`src/rtl/mips_ctrl_pkg.sv`:
```
// Shared encodings for the multicycle MIPS main control: opcodes, ALU/mux selects, FSM states.
package mips_ctrl_pkg;

  localparam logic [5:0] OP_RTYPE = 6'b000000;
  localparam logic [5:0] OP_LW    = 6'b100011;
  localparam logic [5:0] OP_SW    = 6'b101011;
  localparam logic [5:0] OP_BEQ   = 6'b000100;
  localparam logic [5:0] OP_J     = 6'b000010;
  localparam logic [5:0] OP_ADDI  = 6'b001000;

  localparam logic [1:0] ALUOP_ADD   = 2'b00;
  localparam logic [1:0] ALUOP_SUB   = 2'b01;
  localparam logic [1:0] ALUOP_FUNCT = 2'b10;

  localparam logic [1:0] SRCB_B      = 2'b00;
  localparam logic [1:0] SRCB_FOUR   = 2'b01;
  localparam logic [1:0] SRCB_IMM    = 2'b10;
  localparam logic [1:0] SRCB_IMM_SH = 2'b11;

  localparam logic [1:0] PCSRC_ALU    = 2'b00;
  localparam logic [1:0] PCSRC_ALUOUT = 2'b01;
  localparam logic [1:0] PCSRC_JUMP   = 2'b10;

  typedef enum logic [3:0] {
    S_FETCH     = 4'd0,
    S_DECODE    = 4'd1,
    S_MEMADDR   = 4'd2,
    S_MEMREAD   = 4'd3,
    S_MEMWB     = 4'd4,
    S_MEMWRITE  = 4'd5,
    S_EXECUTE   = 4'd6,
    S_RCOMPL    = 4'd7,
    S_BRANCH    = 4'd8,
    S_JUMP      = 4'd9,
    S_ADDIEXEC  = 4'd10,
    S_ADDICOMPL = 4'd11
  } state_t;

  function automatic logic is_legal_op(input logic [5:0] op);
    return op inside {OP_RTYPE, OP_LW, OP_SW, OP_BEQ, OP_J, OP_ADDI};
  endfunction

endpackage

```
`src/rtl/mem_wait_watchdog.sv`:
```
// Counts consecutive stalled cycles in a memory-wait state and flags a timeout at WAIT_LIMIT.
module mem_wait_watchdog #(
  parameter int WAIT_LIMIT = 255,
  parameter int CNT_W      = 8
) (
  input  logic clk,
  input  logic reset,
  input  logic waiting,
  input  logic mem_ready,
  output logic timeout
);

  logic [CNT_W-1:0] cnt;
  logic             stalled;

  assign stalled = waiting && !mem_ready;
  assign timeout = (WAIT_LIMIT != 0) && stalled && !reset &&
                   (cnt == CNT_W'(WAIT_LIMIT));

  // A timeout forces a return to FETCH, so it restarts the count like any other exit.
  always_ff @(posedge clk) begin
    if (reset) begin
      cnt <= '0;
    end else if (stalled && !timeout) begin
      // NOTE: state registers take <= so every flop samples pre-edge values together.
      if (cnt != '1) cnt <= cnt + CNT_W'(1);
    end else begin
      cnt <= '0;
    end
  end

endmodule

```
`src/rtl/multicycle_main_control.sv`:
```
// Main control FSM for the multicycle datapath: opcode decode, sequencing and datapath strobes.
module multicycle_main_control
  import mips_ctrl_pkg::*;
#(
  parameter int WAIT_LIMIT = 255,
  parameter int CNT_W      = 8
) (
  input  logic       clk,
  input  logic       reset,
  input  logic [5:0] opcode,
  input  logic       mem_ready,
  output logic       PCWrite,
  output logic       PCWriteCond,
  output logic       IorD,
  output logic       MemRead,
  output logic       MemWrite,
  output logic       MemtoReg,
  output logic       IRWrite,
  output logic [1:0] PCSource,
  output logic [1:0] ALUop,
  output logic       addi,
  output logic       ALUSrcA,
  output logic [1:0] ALUSrcB,
  output logic       RegWrite,
  output logic       RegDst,
  output logic       instr_done,
  output logic       illegal_op,
  output logic       mem_timeout,
  output logic [3:0] state
);

  state_t state_q, state_d;
  logic   waiting;

  assign state   = state_q;
  assign waiting = state_q inside {S_FETCH, S_MEMREAD, S_MEMWRITE};

  mem_wait_watchdog #(
    .WAIT_LIMIT(WAIT_LIMIT),
    .CNT_W     (CNT_W)
  ) u_watchdog (
    .clk      (clk),
    .reset    (reset),
    .waiting  (waiting),
    .mem_ready(mem_ready),
    .timeout  (mem_timeout)
  );

  always_comb begin
    state_d = S_FETCH;
    unique case (state_q)
      S_FETCH:    state_d = mem_ready ? S_DECODE : S_FETCH;
      S_DECODE: begin
        case (opcode)
          OP_LW, OP_SW: state_d = S_MEMADDR;
          OP_RTYPE:     state_d = S_EXECUTE;
          OP_BEQ:       state_d = S_BRANCH;
          OP_J:         state_d = S_JUMP;
          OP_ADDI:      state_d = S_ADDIEXEC;
          default:      state_d = S_FETCH;
        endcase
      end
      S_MEMADDR:  state_d = opcode[3] ? S_MEMWRITE : S_MEMREAD;
      S_MEMREAD:  state_d = mem_ready ? S_MEMWB : S_MEMREAD;
      S_MEMWRITE: state_d = mem_ready ? S_FETCH : S_MEMWRITE;
      S_EXECUTE:  state_d = S_RCOMPL;
      S_ADDIEXEC: state_d = S_ADDICOMPL;
      default:    state_d = S_FETCH;
    endcase
    if (mem_timeout) state_d = S_FETCH;
  end

  always_ff @(posedge clk) begin
    if (reset) state_q <= S_FETCH;
    else       state_q <= state_d;
  end

  always_comb begin
    // NOTE: every output gets a default first so no path through the case infers a latch.
    PCWrite     = 1'b0;
    PCWriteCond = 1'b0;
    IorD        = 1'b0;
    MemRead     = 1'b0;
    MemWrite    = 1'b0;
    MemtoReg    = 1'b0;
    IRWrite     = 1'b0;
    PCSource    = PCSRC_ALU;
    ALUop       = ALUOP_ADD;
    addi        = 1'b0;
    ALUSrcA     = 1'b0;
    ALUSrcB     = SRCB_B;
    RegWrite    = 1'b0;
    RegDst      = 1'b0;
    instr_done  = 1'b0;
    illegal_op  = 1'b0;
    if (!reset) begin
      case (state_q)
        S_FETCH: begin
          MemRead = 1'b1;
          ALUSrcB = SRCB_FOUR;
          IRWrite = mem_ready;
          PCWrite = mem_ready;
        end
        S_DECODE: begin
          ALUSrcB    = SRCB_IMM_SH;
          illegal_op = !is_legal_op(opcode);
        end
        S_MEMADDR: begin
          ALUSrcA = 1'b1;
          ALUSrcB = SRCB_IMM;
        end
        S_MEMREAD: begin
          MemRead = 1'b1;
          IorD    = 1'b1;
        end
        S_MEMWB: begin
          RegWrite   = 1'b1;
          MemtoReg   = 1'b1;
          instr_done = 1'b1;
        end
        S_MEMWRITE: begin
          MemWrite   = 1'b1;
          IorD       = 1'b1;
          instr_done = mem_ready;
        end
        S_EXECUTE: begin
          ALUSrcA = 1'b1;
          ALUop   = ALUOP_FUNCT;
        end
        S_RCOMPL: begin
          RegWrite   = 1'b1;
          RegDst     = 1'b1;
          instr_done = 1'b1;
        end
        S_BRANCH: begin
          ALUSrcA     = 1'b1;
          ALUop       = ALUOP_SUB;
          PCWriteCond = 1'b1;
          PCSource    = PCSRC_ALUOUT;
          instr_done  = 1'b1;
        end
        S_JUMP: begin
          PCWrite    = 1'b1;
          PCSource   = PCSRC_JUMP;
          instr_done = 1'b1;
        end
        S_ADDIEXEC: begin
          ALUSrcA = 1'b1;
          ALUSrcB = SRCB_IMM;
          ALUop   = ALUOP_FUNCT;
          addi    = 1'b1;
        end
        S_ADDICOMPL: begin
          RegWrite   = 1'b1;
          instr_done = 1'b1;
        end
        default: ;
      endcase
    end
  end

endmodule

```
`config.mk`:
```
export PLATFORM = sky130hd
export DESIGN_NAME = multicycle_main_control
export DESIGN_NICKNAME = d
export VERILOG_FILES = /design/src/rtl/mips_ctrl_pkg.sv /design/src/rtl/mem_wait_watchdog.sv /design/src/rtl/multicycle_main_control.sv
export SDC_FILE = /design/constraint.sdc
export NUM_CORES = 1
export LEC_CHECK = 0
export CAP_MARGIN = 20
export CORE_MARGIN = 3
export CORE_UTILIZATION = 30
export CTS_BUF_LIST = sky130_fd_sc_hd__clkbuf_8 sky130_fd_sc_hd__clkbuf_16
export CTS_CLUSTER_SIZE = 16
export DETAILED_ROUTE_END_ITERATION = 12
export MAX_ROUTING_LAYER = met4
export PLACE_DENSITY = 0.69
export RECOVER_POWER = 25
export SYNTH_ARGS = -nofsm -noshare
export SYNTH_HDL_FRONTEND = slang
export SYNTH_SLANG_ARGS = --single-unit
```
`constraint.sdc`:
```
create_clock -name clk -period 1.7 [get_ports clk]
set_clock_uncertainty 0.2 [all_clocks]
set_input_delay 0.34 -clock clk [delete_from_list [all_inputs] [get_ports clk]]
set_output_delay 0.34 -clock clk [all_outputs]
set_load 0.02 [all_outputs]
```
; Word level (Yosys, flattened, before mapping)
; Index checks and enable logic that the tools add are counted.
[totals]
reg_bits = 12
inputBits = 9
out_inout_bits = 24
wordCells = 82
[classes]
n_addsub = 1
n_eq_ne = 18
muxes = 38
bitwise = 1
reduce_logical = 22
[ops]
columns = cell, n
row1 = one-hot mux 4 bit (7 select lines), 1
row2 = 2-to-1 mux 1 bit, 25
row3 = one-hot mux 4 bit (5 select lines), 1
row4 = "== test 4 x 3 -> 1 bit, second input constant", 4
row5 = "== test 4 bit, second input constant", 4
row6 = OR reduction 2 bit, 7
row7 = "== test 6 bit, second input constant", 2
row8 = 2-to-1 mux 3 bit, 3
row9 = "adder 8 x 1 -> 8 bit, second input constant", 1
row10 = "== test 4 x 2 -> 1 bit, second input constant", 2
row11 = "== test 8 bit, second input constant", 1
row12 = "!= test 8 bit, second input constant", 1
row13 = one-hot mux 2 bit (2 select lines), 2
row14 = "== test 6 x 2 -> 1 bit, second input constant", 1
row15 = "== test 6 x 3 -> 1 bit, second input constant", 1
row16 = "== test 6 x 4 -> 1 bit, second input constant", 1
row17 = logical NOT 6 bit, 1
row18 = 2-to-1 mux 2 bit, 3
row19 = one-hot mux 2 bit (3 select lines), 1
row20 = nonzero test 6 bit, 1
row21 = OR reduction 5 bit, 1
row22 = "== test 4 x 1 -> 1 bit, second input constant", 1
row23 = logical AND 1 bit, 4
row24 = logical NOT 1 bit, 4
row25 = other kinds (6), 7

; Depth between registers and ports, before layout
[depth]
word_depth = 9
ltp_mapped = 6
ltp_nobuf = 5

; Hierarchy
; Synthesis repeated with hierarchy kept, for this count alone.
[hier_totals]
hier_cells = 131
hier_area_um2 = 965.9
[modules_own_cells]
columns = mod, n_inst, cells_each, area_each_um2, seq_area_each_um2
row1 = multicycle_main_control, 1, 92, 618.1, 80.1
row2 = mem_wait_watchdog, 1, 39, 347.8, 160.2

; Least setup slack after synthesis
; OpenSTA, ideal clock, no wires.
[synth_timing]
path_kind = reg2out
from = register state_q[2], in the netlist state[2]
to = output illegal_op
arrival_ps = 2176
required_time_ps = 1160
path_slack_ps = -1016
path_stages_with_launch = 4
n_path_buf = 1
path_cell_list = dfxtp_1 buf_6 or4b_4 a2111oi_0
[synth_via]
elab_chain_cells = 3
[synth_rtl]
columns = element, line
row1 = start: declaration, multicycle_main_control.sv:32  ; state_t state_q, state_d;
row2 = start signal: assignment, multicycle_main_control.sv:75  ; else state_q <= state_d;
row3 = == test 4 x 1 -> 1 bit, multicycle_main_control.sv:97  ; case (state_q)
row4 = 2-to-1 mux 1 bit, multicycle_main_control.sv:97
row5 = 2-to-1 mux 1 bit, multicycle_main_control.sv:96  ; if (!reset) begin
row6 = end: declaration, multicycle_main_control.sv:27  ; output logic illegal_op,
; No other way between the ends.

; Final worst setup path
[layout_timing]
from = register state_q[1], in the netlist state[1]
to = output illegal_op
; Same word-level chain as after synthesis.

==> out/metrics.cfg <==
[global_route]
grt_first_pass_wirelength_um = 5409
antenna_found_initial = 0
grt_use_total_pct = 19.50
grt-ovfl-total = 0
grt_max_degree = 14
grt_pass1_vias = 1243

[synthesis]
yosys.cell_count.top_type = nor2_1
ys_warn_count = 0
synth_top_cell_area_share_pct = 27.04
ys_ff_latch = 12
synth_top_family_by_area = simple AND/OR/NAND/NOR gates
synthCells = 127
synth_adder_area_share_pct = 2.535
synth_xor_area_share_pct = 7.887
ys_async_sr_fraction_pct = 0
seq_area_frac_synth_pct = 27.04
syn_nets = 137
synth_compound_area_share_pct = 18.17
synth_edf_count = 0
synthTopCellsByCount = 25 x nor2_1, 12 x dfxtp_1, 7 x a21oi_1, 7 x o21ai_0
yosys.area_share.simple_pct = 36.34
synthDistinctLibCells = 34
yosys-top-cells-area = dfxtp_1 27%, nor2_1 11%, a21oi_1 3.9%, o21ai_0 3.9%, xnor2_1 3.9%
yosys.area.top_type = dfxtp_1
syn_area_um2 = 888.4
avgSynthCellArea_um2 = 6.995
synthFlopType = dfxtp_1
muxShareOfSynthArea_pct = 0

[cells_and_area]
fin_cells = 245
area_delta_synth_final_pct = 140.3
nets = 225
utilization_pct = 76.74
drive_above_1_share_pct = 67.29
design_area_um2 = 2135
fillCellCount = 172
antenna_cells = 0

[floorplan]
die_area_um2 = 3650
initial_utilization_pct = 31.94
core_area_um2 = 2781
placement_rows = 19
die_w_um = 60.42
die-height_um = 60.42
pin_count = 33

[cts]
insertion_delay_ps = 250
postCtsHoldBufs = 0
h-tree-depth = 1
cts_tree = done
clock-root-buffer = clkbuf_8
clk_pin_slew_ps = 50
cts.sinks = 12
clk_path_buf_depth = 2
cts_buffers = 3

[routing]
ant_nets = 0
first_pass_iters = 4
dr_total_vias = 1344
routedWlPerCell_um = 17.71
drc = 0
drt_iter0_markers = 54
vias_per_cell = 5.486
drt-total-wl_um = 4338

[placement]
postPlaceCellArea_um2 = 1653
preCtsSetupSlack_ps = -976.1
dpl.hpwl_um = 2420
dp.cells = 223
port_buffers = 32
gp_congestion = 0.8257

[sta]
rsz0062_at_grt = true
finalHoldViolCount = 0
max_freq_mhz = 488.0
worst_slew_pin_slew_ps = 555.1
relSlewSlack_pct = 62.49
final.setup.worst_slack_ps = -349.1
min_period_ps = 2049
fin_crit_sh_pct = 120.5
setup_viol = 29
maxSlewViolCount = 0
whs_ps = 338.3

[power]
p_per_area_nw_per_um2 = 393.7
cellLeakagePower_nw = 0.8651
vdd_drop_max_mv = 0.7597

[worst_setup_path]
r2r_start = state[1]
crit_path_start = state[1]
endpoint_kind = primary output
start_kind = flop
worstSetupPathType = reg -> out
worstPathArrival_ps = 1510
worstPathRequired_ps = 1160
critPathMaxFanout = 2

[hold_path]
min-delay-start = u_watchdog.cnt[4]
min-delay-path-class = reg -> reg

[status]
status = finished with violations
violations = setup timing

[run]
maxCapViolCount = 0

==> cell families after synthesis <==
kind of cell | Yosys count
AOI/OAI and AO/OA | 26
xor gates and xnor gates | 8
adders and majority gates | 2
buffers and inverters | 15
DFF | 12
and+or+nand+nor | 64
==> layout make-up <==
cell class                      instances  area (µm²)  area share (%)
Multi-Input combinational cell        100       920.9           43.14
Sequential cell                        12       254.0           11.90
Timing Repair Buffer                   92       838.3           39.27
Inverter                                6       27.53           1.290
Clock buffer                            4       55.05           2.579
Tap cell                               31       38.79           1.817
==> where the power goes <==
| part | total, mW | switching, mW | leakage (nW) | internal [mW] |
|---|---|---|---|---|
| Combinational | 0.240 | 0.121 | 0.735 | 0.119 |
| Clock | 0.313 | 0.108 | 0.0288 | 0.205 |
| Sequential | 0.287 | 0.00354 | 0.101 | 0.284 |
| Total | 0.840 | 0.233 | 0.865 | 0.608 |
==> path summary, 6_finish.rpt <==
| path | to | cells after the start | slack (ps) |
|---|---|---|---|
| setup / recovery | illegal_op | 3 | -350 |
| hold / removal | u_watchdog.cnt[4] | 2 | 340 |
| setup reg to reg | state[2] | 6 | -330 |
| hold reg to reg | u_watchdog.cnt[4] | 2 | 340 |
==> flip-flops by register name, indices dropped and copies added, names as in the netlist <==
register        cells
u_watchdog.cnt      8
state               4
==> through the flow <==
stage	setup TNS (ps)	total power, mW
after global routing	-7710	0.8665
after CTS	-4084	0.8088
final	-6631	0.8403
after floorplan	-1411	0.3822
after global placement	-20250	0.4752
after detailed placement	-21340	0.4821
==> worst max-delay path: stages, from the launching register on <==
cell and delay, ps:
dfxtp_2 320, or4b_4 570, a2111oi_4 190, buf_4 190
==> layout by cell type, fill, tap and decap left out, types with 4 or more instances in the layout <==
cell | synthesis | final
dfxtp_1 | 12 | 5
a21oi_1 | 7 | 5
o21ai_0 | 7 | 5
dfxtp_2 | 0 | 5
clkbuf_8 | 0 | 4
dlygate4sd2_1 | 0 | 6
buf_4 | 2 | 50
nor2_1 | 25 | 15
nand2_1 | 6 | 4
nor2_4 | 0 | 7
buf_6 | 1 | 25
==> metal layers <==
metal	share of wire [%]	up-vias	GRT usage [%]
met5	0	-	-
met4	2.7	0	3.096
met3	5.0	16	3.404
met2	55	59	35.03
met1	37	649	23.08
li1	-	620	-
==> what timing repair did <==
action,CTS,global route
setup buffers,5,12
endpoints found under the setup margin,33,32
pin swaps,10,10
resized for setup,156,55
gates cloned,0,1
(Power assumes the default switching activity.)
